### config.mk
export PLATFORM = sky130hd
export DESIGN_NAME = ps2_led_cmd
export DESIGN_NICKNAME = d
export VERILOG_FILES = /design/src/rtl/ps2_led_cmd.sv
export SDC_FILE = /design/constraint.sdc
export NUM_CORES = 1
export LEC_CHECK = 0
export ABC_AREA = 1
export CAP_MARGIN = 40
export CORE_UTILIZATION = 41
export CTS_CLUSTER_DIAMETER = 200
export DETAILED_ROUTE_END_ITERATION = 16
export SYNTH_ARGS = -nofsm -noshare
export SYNTH_HDL_FRONTEND = slang
export SYNTH_SLANG_ARGS = --single-unit
export TNS_END_PERCENT = 5
### constraint.sdc
create_clock -name clk -period 1.89 [get_ports clk]
set_clock_uncertainty 0.15 [all_clocks]
set_input_delay 0.378 -clock clk [delete_from_list [all_inputs] [get_ports clk]]
set_output_delay 0.378 -clock clk [all_outputs]
set_load 0.005 [all_outputs]
### src/rtl/ps2_led_cmd.sv
// PS/2 keyboard LED programming sequencer: sends 0xED then the LED byte, waits for ACKs.
// Optional resend-on-0xFE behaviour is enabled by defining PS2_LED_CMD_RETRY_EN.
module ps2_led_cmd #(
  parameter int CLK        = 50,
  parameter int TIMEOUT_MS = 20,
  parameter int MAX_RETRY  = 3
) (
  input  logic       clk,
  input  logic       rst_n,
  input  logic       led_req,
  input  logic [2:0] led_val,
  output logic       led_busy,
  output logic       led_done,
  output logic       led_err,
  output logic       send_req,
  output logic [7:0] send_data,
  input  logic       send_idle,
  input  logic       rx_valid,
  input  logic [7:0] rx_data
);

  localparam int TMO_CYC = CLK * 1000 * TIMEOUT_MS;
  localparam int TW      = $clog2(TMO_CYC) + 1;
  localparam logic [TW-1:0] TMO_LD = TW'(TMO_CYC);

  typedef enum logic [2:0] {
    IDLE     = 3'd0,
    SEND     = 3'd1,
    WAIT_TX  = 3'd2,
    WAIT_ACK = 3'd3,
    DONE     = 3'd4,
    ERR      = 3'd5
  } state_t;

  state_t          state_q, state_d;
  logic            idx_q, idx_d;
  logic [2:0]      val_q, val_d;
  logic [TW-1:0]   cnt_q, cnt_d;
  logic            busy_q, busy_d;
  logic            done_q, done_d;
  logic            err_q, err_d;
  logic            req_q, req_d;
  logic [7:0]      data_q, data_d;

  logic rx_ack, rx_resend;
  assign rx_ack    = rx_valid && (rx_data == 8'hFA);
  assign rx_resend = rx_valid && (rx_data == 8'hFE);

`ifdef PS2_LED_CMD_RETRY_EN
  localparam int RW = (MAX_RETRY > 0) ? $clog2(MAX_RETRY + 1) : 1;
  logic [RW-1:0] retry_q, retry_d;

  always_ff @(posedge clk or negedge rst_n) begin
    if (!rst_n) retry_q <= '0;
    else        retry_q <= retry_d;
  end
`endif

  always_comb begin
    state_d = state_q;
    idx_d   = idx_q;
    val_d   = val_q;
    cnt_d   = cnt_q;
`ifdef PS2_LED_CMD_RETRY_EN
    retry_d = retry_q;
`endif
    case (state_q)
      IDLE: begin
        if (led_req) begin
          val_d   = led_val;
          idx_d   = 1'b0;
`ifdef PS2_LED_CMD_RETRY_EN
          retry_d = '0;
`endif
          state_d = SEND;
        end
      end
      SEND: begin
        if (!send_idle) state_d = WAIT_TX;
      end
      WAIT_TX: begin
        if (send_idle) begin
          cnt_d   = TMO_LD;
          state_d = WAIT_ACK;
        end
      end
      WAIT_ACK: begin
        if (cnt_q != '0) cnt_d = cnt_q - TW'(1);
        // A received byte wins over a timer expiring in the same cycle.
        if (rx_ack) begin
          if (!idx_q) begin
            idx_d   = 1'b1;
`ifdef PS2_LED_CMD_RETRY_EN
            retry_d = '0;
`endif
            state_d = SEND;
          end else begin
            state_d = DONE;
          end
        end else if (rx_resend) begin
`ifdef PS2_LED_CMD_RETRY_EN
          if (retry_q == RW'(MAX_RETRY)) begin
            state_d = ERR;
          end else begin
            retry_d = retry_q + RW'(1);
            state_d = SEND;
          end
`else
          state_d = ERR;
`endif
        end else if (cnt_q == '0) begin
          state_d = ERR;
        end
      end
      DONE:    state_d = IDLE;
      ERR:     state_d = IDLE;
      default: state_d = IDLE;
    endcase

    // Outputs are registered from the next state so they line up with state_q.
    busy_d = (state_d != IDLE);
    done_d = (state_d == DONE);
    err_d  = (state_d == ERR);
    req_d  = (state_d == SEND);
    data_d = data_q;
    if (state_d == SEND) data_d = idx_d ? {5'b0, val_d} : 8'hED;
  end

  always_ff @(posedge clk or negedge rst_n) begin
    if (!rst_n) begin
      state_q <= IDLE;
      idx_q   <= 1'b0;
      val_q   <= 3'b000;
      cnt_q   <= TMO_LD;
      busy_q  <= 1'b0;
      done_q  <= 1'b0;
      err_q   <= 1'b0;
      req_q   <= 1'b0;
      data_q  <= 8'h00;
    end else begin
      state_q <= state_d;
      idx_q   <= idx_d;
      val_q   <= val_d;
      cnt_q   <= cnt_d;
      busy_q  <= busy_d;
      done_q  <= done_d;
      err_q   <= err_d;
      req_q   <= req_d;
      data_q  <= data_d;
    end
  end

  assign led_busy  = busy_q;
  assign led_done  = done_q;
  assign led_err   = err_q;
  assign send_req  = req_q;
  assign send_data = data_q;

endmodule

==> impl_metrics.csv <==
group,metric,value,unit
global_routing,grt_max_degree,23,
global_routing,grt_pass1_vias,1960,
worst_setup_path,arrival,1.87,ns
worst_setup_path,startpoint_type,"flip-flop",
timing,report.final.slew_viol_count,0,
placed_design,gp_congestion,0.864,
pwr,powerDensity,1680,nW/um^2
global_routing,grt_pass1_wl,8940,um
yosys,ys_ff_latch,36,
detailed_routing,wl_per_cell,12.6,um
yosys,muxShareOfSynthArea,0,
cts,h-tree-depth,2,
cts,clkTransAtPathRegs,0.08,ns
yosys,synth-simple-area-share,0.393,
cts,tritoncts,"yes",
job,max-cap-violations,0,
layout,post-route-util,0.542,
hold_path,worstHoldPathType,"reg2reg",
yosys,yosysWarnings,0,
placed_design,port_buffers,26,
timing,rsz0062_at_grt,"true",
floorplan,die_w,79.5,um
worst_setup_path,cp_slowest_cell,"dfrtp_1",
yosys,synth_top_family_by_area,"simple AND/OR/NAND/NOR gates",
pwr,power_leakage,1.44,nW
yosys,ys_top_cells_by_area,"dfrtp_1, nand2_1, dfstp_2, o21ai_2, inv_1",
yosys,synthCells,305,
timing,setup_tns,0,ns
yosys,synth_largest_area_cell,"dfrtp_1",
cts,clock_sinks,36,
detailed_routing,drt-pass1-iter-count,4,
worst_setup_path,critPathMaxFanout,6,
layout,area_growth,24.1,%
placed_design,dp_slack,-0.153,ns
pwr,vdd_drop_max,0.705,mV
global_routing,grt-ovfl-total,0,
layout,drive_gt1_frac,0.291,
floorplan,die_y,79.5,um
layout,diodes,0,
yosys,synth_cell_type_count,34,
hold_path,worst_hold_path.num_cells,2,
detailed_routing,wl,5310,um
yosys,synth-compound-area-share,0.0964,
detailed_routing,drc,0,
detailed_routing,ant_nets,0,
layout,fillCellCount,516,
worst_setup_path,cp_cell_sequence,"inv_1 > ha_1 > inv_1 > nor2_2 > nand2_2 > nor2_4 > nand3_4 > nand3_4 > nand2_4 > nor2_8 > nand2_4 > nand2_1 > nand2_1",
yosys,synth_top_area_frac,0.294,
yosys,syn_nets,323,
yosys,synth-xor-area-share,0.0249,
worst_setup_path,cp.required,1.92,ns
worst_setup_path,crit_type,"reg2reg",
timing,max_freq,542,MHz
cts,clockRootBuffer,"clkbuf_8",
timing,finalHoldViolations,0,
floorplan,row_count,27,
worst_setup_path,endpoint_kind,"flip-flop",
timing,layout_setup_ws,0.0463,ns
placed_design,hpwl,4080,um
floorplan,start_util,0.437,
layout,finalNetCount,367,
floorplan,core_region_area,5640,sq um
timing,setup_viol,0,
worst_setup_path,r2r_slack,0.05,ns
floorplan,pin_count,28,
worst_setup_path,max_stage_delay,0.39,ns
floorplan,die-area,6330,sq um
status,status,"complete, no violations",
timing,min_period,1.84,ns
global_routing,grt_usage,0.183,
cts,clockBufferDepth,2,
yosys,syn_area,2460,sq um
cts,numCtsBuffers,5,
yosys,avgSynthCellArea,8.08,sq um
cts,clk_latency,0.30,ns
detailed_routing,num_vias,2033,
global_routing,grt_antenna_before_repair,0,
timing,fin_crit_sh,0.975,
yosys,ys_seq_area_frac,0.369,
detailed_routing,vias_per_cell,4.82,
worst_setup_path,rr_worst_depth,13,
detailed_routing,drt_iter0_drc,84,
yosys,post_synth_fa_ha_maj_area_fraction,0.0102,
==> power breakdown <==
part | switching (W) | internal (W)
Sequential | 0.000269 | 0.00111
Clock | 0.000300 | 0.000392
Combinational | 0.00183 | 0.00124
==> cell usage after synthesis, drive strengths merged <==
master  count
dfrtp      29
buf         8
a21oi       2
o21ai      29
dfstp       7
or2         3
xor2        6
nand3      25
inv        45
ha          2
conb        1
xnor2       1
nand2      76
nor2       50
clkinv      2
nand4      15
nor3        4
==> registers in the layout, indices dropped and copies added, names as in the netlist <==
signal,cells
led_busy,1
led_done,1
idx_q,1
led_err,1
send_req,1
send_data,4
cnt_q,21
val_q,3
state_q,3
==> critical path, delay by kind of cell (launching register included) <==
kind          cells  cell delay, ns
flops             1            0.39
fa+ha+maj         1            0.15
simple gates     10            0.91
buf+inv           2            0.13
==> through the flow <==
step                      power [W]  hold slack (ns)  std cells  area (sq um)
after floorplan             0.00353          -0.0676        305          2460
after global placement      0.00421            0.171        409          2860
after detailed placement    0.00425            0.171        409          2860
after CTS                   0.00496            0.338        418          2980
after global routing        0.00559            0.361        422          3060
final                       0.00515            0.332        422          3060
==> cells in the final DEF, fill, tap and decap left out, drive strengths merged, types with 3 or more instances in the layout <==
cell type | synthesis | final
nand4 | 15 | 15
nor3 | 4 | 4
clkinv | 2 | 3
clkbuf | 0 | 7
nand3 | 25 | 25
inv | 45 | 45
or2 | 3 | 3
xor2 | 6 | 6
buf | 8 | 18
dfstp | 7 | 7
o21ai | 29 | 29
nor2 | 50 | 50
nand2 | 76 | 76
dfrtp | 29 | 29
clkdlybuf4s50 | 0 | 25
==> area by class of cell <==
type                       count  area [sq um]  area share
inverter                      47           189      0.0618
timing repair buffer          45           438       0.143
sequential                    36           910       0.297
clock inverter                 2          35.0      0.0115
multi-input combinational    214          1320       0.433
tap                           72          90.1      0.0295
clock buffer                   6          72.6      0.0237
==> final timing paths <==
check,to,from
setup / recovery,send_data[0]$_DFFE_PN0N_,cnt_q[1]$_DFFE_PN0P_
hold / removal,cnt_q[18]$_DFFE_PN1P_,cnt_q[18]$_DFFE_PN1P_
setup reg to reg,send_data[0]$_DFFE_PN0N_,cnt_q[1]$_DFFE_PN0P_
hold reg to reg,cnt_q[18]$_DFFE_PN1P_,cnt_q[18]$_DFFE_PN1P_
max in group asynchronous,cnt_q[18]$_DFFE_PN1P_,rst_n
min in group asynchronous,cnt_q[4]$_DFFE_PN0P_,rst_n
==> logic make-up after synthesis <==
kind of cell / after synthesis
buffers and inverters: 55
adders and majority gates: 2
other: 1
DFF: 36
xor gates and xnor gates: 7
AOI/OAI and AO/OA: 31
and+or+nand+nor: 173
==> per-layer routing <==
layer / up-vias / track usage / part of all wire
met1: 941 / 0.228 / 0.46
met4: 0 / 0.0418 / 0.0055
met2: 35 / 0.321 / 0.50
li1: 1053 / - / -
met3: 4 / 0.0366 / 0.036
met5: - / 0 / 0
==> repair_timing <==
item                                    4_1_cts  5_1_grt
pin swaps                                     0        2
gates resized for setup                       2        9
gates cloned                                  0        1
hold buffers                                  1        0
endpoints found under the hold margin        11        0
setup buffers                                 0        3
endpoints found under the setup margin        2       27
Power figures use the tool's default switching activity.
